$ cat config.mk
export PLATFORM = sky130hd
export DESIGN_NAME = safebox_lock_ctrl
export DESIGN_NICKNAME = d
export VERILOG_FILES = /design/src/rtl/safebox_lock_ctrl.sv
export SDC_FILE = /design/constraint.sdc
export NUM_CORES = 1
export LEC_CHECK = 0
export BUFFER_PORTS_ARGS = -buffer_cell sky130_fd_sc_hd__buf_4
export CAP_MARGIN = 20
export CORE_MARGIN = 1
export CORE_UTILIZATION = 63
export CTS_CLUSTER_SIZE = 25
export DETAILED_ROUTE_END_ITERATION = 10
export GPL_TIMING_DRIVEN = 0
export PLACE_DENSITY = 0.94
export RECOVER_POWER = 100
export SLEW_MARGIN = 10
export SYNTH_ARGS = -nofsm -noshare
export SYNTH_HDL_FRONTEND = slang
export SYNTH_SLANG_ARGS = --single-unit
export TNS_END_PERCENT = 1
$ cat constraint.sdc
create_clock -name clk -period 5.9 [get_ports clk]
set_input_delay 0.59 -clock clk [delete_from_list [all_inputs] [get_ports clk]]
set_output_delay 0.59 -clock clk [all_outputs]
set_load 0.01 [all_outputs]
$ cat src/rtl/safebox_lock_ctrl.sv
// rtl/safebox_lock_ctrl.sv - safe-box lock FSM: password check, fail counting, timed lockout, auto-relock, password edit
module safebox_lock_ctrl #(
  parameter int N_DIGITS                      = 4,
  parameter int DIGIT_W                       = 4,
  parameter logic [N_DIGITS*DIGIT_W-1:0] DEFAULT_PW = '0,
  parameter int MAX_FAIL                      = 3,
  parameter int LOCKOUT_CYCLES                = 50_000_000,
  parameter int RELOCK_CYCLES                 = 0
) (
  input  logic                             clk,
  input  logic                             rst,
  input  logic                             open_close,
  input  logic                             set_pw,
  input  logic                             confirm_pw,
  input  logic                             clear_pw,
  input  logic [N_DIGITS*DIGIT_W-1:0]      pw_in,
  output logic                             opened,
  output logic                             show_pw,
  output logic                             alarm,
  output logic                             locked_out,
  output logic                             clean_input,
  output logic [$clog2(MAX_FAIL+1)-1:0]    fail_cnt
);

  localparam int PW_W   = N_DIGITS * DIGIT_W;
  localparam int FAIL_W = $clog2(MAX_FAIL + 1);
  localparam int LT_W   = (LOCKOUT_CYCLES > 1) ? $clog2(LOCKOUT_CYCLES) : 1;
  localparam int RT_W   = (RELOCK_CYCLES > 1) ? $clog2(RELOCK_CYCLES) : 1;
  localparam bit RELOCK_EN = (RELOCK_CYCLES > 0);
  localparam logic [FAIL_W-1:0] FAIL_MAX = FAIL_W'(MAX_FAIL);
  localparam logic [LT_W-1:0]   LT_LOAD  = LT_W'(LOCKOUT_CYCLES - 1);
  localparam logic [RT_W-1:0]   RT_LAST  = RT_W'((RELOCK_CYCLES > 0) ? RELOCK_CYCLES - 1 : 0);

  // State bits double as registered outputs: [2]=show_pw, [1]=opened, [0]=locked_out.
  typedef enum logic [2:0] {
    S_LOCKED  = 3'b000,
    S_LOCKOUT = 3'b001,
    S_OPEN    = 3'b010,
    S_SETPW   = 3'b110
  } state_t;

  state_t            r_state;
  logic [PW_W-1:0]   r_pw;
  logic [FAIL_W-1:0] r_fail;
  logic [LT_W-1:0]   r_lock_tmr;
  logic [RT_W-1:0]   r_idle;
  logic              r_alarm;
  logic              r_clean;

  logic              w_do_oc;
  logic              w_do_clr;
  logic              w_do_cfm;
  logic              w_do_set;
  logic              w_any;
  logic              w_pw_ok;
  logic              w_relock;
  logic [FAIL_W-1:0] w_fail_nxt;

  assign w_do_oc    = open_close;
  assign w_do_clr   = clear_pw & ~open_close;
  assign w_do_cfm   = confirm_pw & ~open_close & ~clear_pw;
  assign w_do_set   = set_pw & ~open_close & ~clear_pw & ~confirm_pw;
  assign w_any      = open_close | clear_pw | confirm_pw | set_pw;
  assign w_pw_ok    = (pw_in == r_pw);
  assign w_relock   = RELOCK_EN && !w_any && (r_idle == RT_LAST);
  assign w_fail_nxt = (r_fail == FAIL_MAX) ? r_fail : r_fail + FAIL_W'(1);

  always_ff @(posedge clk or posedge rst) begin
    if (rst) begin
      r_state    <= S_LOCKED;
      r_pw       <= DEFAULT_PW;
      r_fail     <= '0;
      r_lock_tmr <= '0;
      r_idle     <= '0;
      r_alarm    <= 1'b0;
      r_clean    <= 1'b0;
    end else begin
      r_clean <= 1'b0;
      case (r_state)
        S_LOCKED: begin
          if (w_do_oc) begin
            r_clean <= 1'b1;
            if (w_pw_ok) begin
              r_state <= S_OPEN;
              r_alarm <= 1'b0;
              r_fail  <= '0;
              r_idle  <= '0;
            end else begin
              r_alarm <= 1'b1;
              r_fail  <= w_fail_nxt;
              if (w_fail_nxt == FAIL_MAX) begin
                r_state    <= S_LOCKOUT;
                r_lock_tmr <= LT_LOAD;
              end
            end
          end
        end
        S_LOCKOUT: begin
          if (r_lock_tmr == '0) begin
            r_state <= S_LOCKED;
            r_fail  <= '0;
            r_alarm <= 1'b0;
          end else begin
            r_lock_tmr <= r_lock_tmr - LT_W'(1);
          end
        end
        S_OPEN: begin
          if (w_any || !RELOCK_EN) r_idle <= '0;
          else                     r_idle <= r_idle + RT_W'(1);
          if (w_do_oc) begin
            r_state <= S_LOCKED;
            r_clean <= 1'b1;
          end else if (w_do_clr) begin
            r_pw <= DEFAULT_PW;
          end else if (w_do_set) begin
            r_state <= S_SETPW;
            r_clean <= 1'b1;
          end else if (w_relock) begin
            r_state <= S_LOCKED;
            r_clean <= 1'b1;
          end
        end
        S_SETPW: begin
          if (w_do_oc) begin
            r_state <= S_LOCKED;
            r_clean <= 1'b1;
          end else if (w_do_clr) begin
            r_pw    <= DEFAULT_PW;
            r_state <= S_OPEN;
            r_idle  <= '0;
            r_clean <= 1'b1;
          end else if (w_do_cfm) begin
            r_pw    <= pw_in;
            r_state <= S_OPEN;
            r_idle  <= '0;
            r_clean <= 1'b1;
          end
        end
        default: r_state <= S_LOCKED;
      endcase
    end
  end

  assign show_pw     = r_state[2];
  assign opened      = r_state[1];
  assign locked_out  = r_state[0];
  assign alarm       = r_alarm;
  assign clean_input = r_clean;
  assign fail_cnt    = r_fail;

endmodule

==> out/results.txt <==
In this run, post-CTS hold repair placed 0 buffers. From synthesis to final layout, the design area changed by 10.9%. Counting every sink on the clock net gives 49. The checks that failed: max-capacitance violations, max-slew violations. Clock-pin slew was measured on the worst setup and hold paths at 0.10 ns. The total power was 0.931 mW. The H-tree generated during clock tree synthesis spans 2 levels. The count of unique library cells instantiated by Yosys was 53.

At the pin with the least slew margin, the transition time is 1.78 ns. TritonCTS built the clock tree. The die covers 4460 µm².

Routability-driven placement finished with a final weighted congestion of 0.873. Across the VDD grid, the largest voltage drop is 188 µV. For this run, design rule violations remaining after detail routing come to 0. The die height came out at 66.8 µm. In the final timing run, aggregate negative setup slack is 0 ns. Kind of start point of the critical path: a flip-flop.

29 I/O pins were placed. The run finished, with violations left. The most used routing layer is met2. The overall overflow remaining after global route was 0. Effective utilization at floorplan: 65.7%.

The minimum clock period after layout was 3.99 ns. In the final layout, the share of cells above drive strength 1 is 14.8%. Clock tree synthesis selected as its root buffer the cell clkbuf_8. The final-report hold violation count was 0.

The number of antenna violations at the first check in global routing came out at 0. For the worst clock skew, the log shows 0.0125 ns. The largest area contributor in the netlist was dfrtp_1. The first global-routing pass estimated 9870 µm of wire. For the buffer levels on the longest clock path, the log shows 2.

Global routing consumed, over all layers together, 29.8% of the routing resources. After synthesis the netlist holds a flip-flop and latch count of 49. Wires add up to 6110 µm. The worst setup path is captured at a flip-flop. The repair_antennas step left the layout with diodes totalling 0. The worst hold path belongs to the class primary input to asynchronous set/reset pin. Count of endpoints failing setup in the final report: 0. Yosys attributes the largest share of cell area to dfrtp_1 46%, a22o_1 5.6%, xor2_1 5.3%. In this run the core area contains 23 standard-cell rows. Registers take 1230 µm². Dividing the final minimum period by the clock period gives 67.6%.

Across the run, the number of max-cap violations was 2. The quantity of gates resized following cts is 0, and the DRC violation total after the first TritonRoute iteration is 174. The netlist area before placement was 2650 µm². The largest fanout of any net on the critical path came out at 10.

The synthesized design devotes to its leading area cell type 46.3% of total area. In the final routed layout, each cell accounts on average for 18.0 µm. Data on the critical path arrives at its endpoint at 4.19 ns.

In this run the remaining antenna-violating nets after routing total 0. The mean post-synth cell area is 10.5 µm², and the proportion of synthesized chip area in sequential cells is 46.3%. The via count normalized by instance count came out at 6.62. The logs give 30 for the pin count of the biggest net entering global routing and 2076 for the via count of the first global-routing pass. Area of combinational cells with multiple inputs: 1240 µm². The die width is 66.8 µm. The run gives 0 as the post-CTS repair timing setup buffer count. For the worst setup path, the data required time is 6.10 ns. For met1 alone, demand over resource in global routing was 39.6%. The tools report the number of slew-limit violations in the final report as 40. Buffers inserted during clock tree synthesis total 5. In the global route stage, met3 resource usage came out at 5.99%. Yosys printed 0 warnings. Input and output buffers added on the ports amount to 28.

For this design the static power due to leakage is 1.35 nW. The first detailed-routing pass ran for 5 iterations. The run gives -19.9% as the normalized max-slew margin.

Synthesis produced a netlist whose cell count is 253. The commonest cells after synthesis are 49 x dfrtp_1, 17 x a22o_1, 16 x nor2_1, 16 x xor2_1. The predominant post-synthesis flop cell is dfrtp_1. Detailed placement ended at an HPWL of 4170 µm. The tools report the number of inserted filler cells in the final layout as 292. The worst setup path is of the flip-flop to flip-flop kind.

The most frequent cell after synthesis is dfrtp_1. The run gives 4030 µm² as the area of the core region. Setup repair after global routing left no endpoint under its margin. For the worst-skew pair, the clock arrives at the later sink with an insertion delay of 0.32 ns. Number of vias in the routed layout: 2251. Counting every net in the synthesized netlist gives 276. The maximum frequency from static timing analysis is 251 MHz, and the count of nets after finishing is 312. The fraction of registers with async set/reset came out at 100%. Global routing usage on met2: 47.7%. Counting flops with a built-in enable in the synthesized netlist gives 0.

The power density over the cells is 317 nW/µm².
## path summary, 6_finish.rpt
path | start | endpoint | slack, ns | cells after the start
min reg2reg | r_lock_tmr[13] | r_lock_tmr[13] | 0.51 | 1
max in group asynchronous | rst | r_lock_tmr[10] | 3.56 | 3
max reg2reg | r_lock_tmr[0] | r_lock_tmr[8] | 1.91 | 9
min in group clk | pw_in[14] | r_pw[14] | 0.50 | 2
min | rst | r_lock_tmr[4] | 0.40 | 2
max | r_lock_tmr[0] | r_lock_tmr[8] | 1.91 | 9
## kinds of logic after synthesis
logic type / synth area share [%]
buffers and inverters: 4.87
adder cells (fa/ha/maj): 0.473
multiplexers: 0.757
flip-flops: 46.3
XOR/XNOR: 5.30
AO/OA/AOI/OAI: 24.9
AND/OR/NAND/NOR: 17.4
## per-stage QoR
| step | setup WS [ns] | area, µm² | hold WS, ns | std cells | utilization (%) |
|---|---|---|---|---|---|
| after floorplan | 3.42 | 2650 | 0.466 | 253 | - |
| after global placement | 3.11 | 2920 | 0.485 | 331 | 72.5 |
| after detailed placement | 3.05 | 2940 | 0.495 | 332 | 73.0 |
| after CTS | 3.02 | 3050 | 0.289 | 340 | 75.8 |
| after global routing | 1.58 | 2930 | 0.467 | 340 | 72.8 |
| final | 1.91 | 2930 | 0.403 | 340 | 72.8 |
## worst max-delay path, cell delays in order, from the launching register on
cell	delay, ns
dfrtp_1	0.41
inv_1	0.10
ha_1	0.23
or4b_1	0.56
or2_0	0.31
clkbuf_1	0.25
o41ai_1	1.50
buf_6	0.28
a21oi_1	0.06
a21o_1	0.17
## power by group
part / internal [mW] / total, mW / switching, mW
Clock: 0.127 / 0.251 / 0.124
Sequential: 0.376 / 0.421 / 0.0442
Combinational: 0.0945 / 0.259 / 0.164
## placed cells by master (no fill, tap or decap), types with 3 or more instances in the layout
cell       count
a211o_1        3
a211oi_1       4
a21o_1         6
a21oi_1       10
a22o_1        17
and2_1         4
and3_1         6
buf_4         20
clkbuf_1      17
clkbuf_8       5
dfrtp_1       49
inv_1         12
nand2_1        7
nor2_1        16
nor3_1        12
nor4_1        10
o21ai_0       10
o2bb2ai_1      3
o31ai_1        6
o41ai_1        5
or2_2          5
or3_1          5
or4_1          4
xor2_1        16
## registers in the layout, summed over array words and instances, names as in the netlist
signal and count:
alarm 1, r_state 3, r_lock_tmr 26, fail_cnt 2, clean_input 1, r_pw 16
## layout make-up
cell class              count  area share, %
repair buffers             29           6.40
well taps                  50           2.13
clock buffers               5           2.35
flip-flops and latches     49           41.8
clock inverters             3           1.58
plain buffers              12           2.09
inverters                  12           1.54
multi-input cells         180           42.1
## routing by layer
layer	vias to the layer above	wire [µm]
li1	1025	-
met1	1117	2640
met2	93	3030
met3	16	316
met4	0	124
met5	-	0
Note: power is estimated with default switching activity, not from simulation.
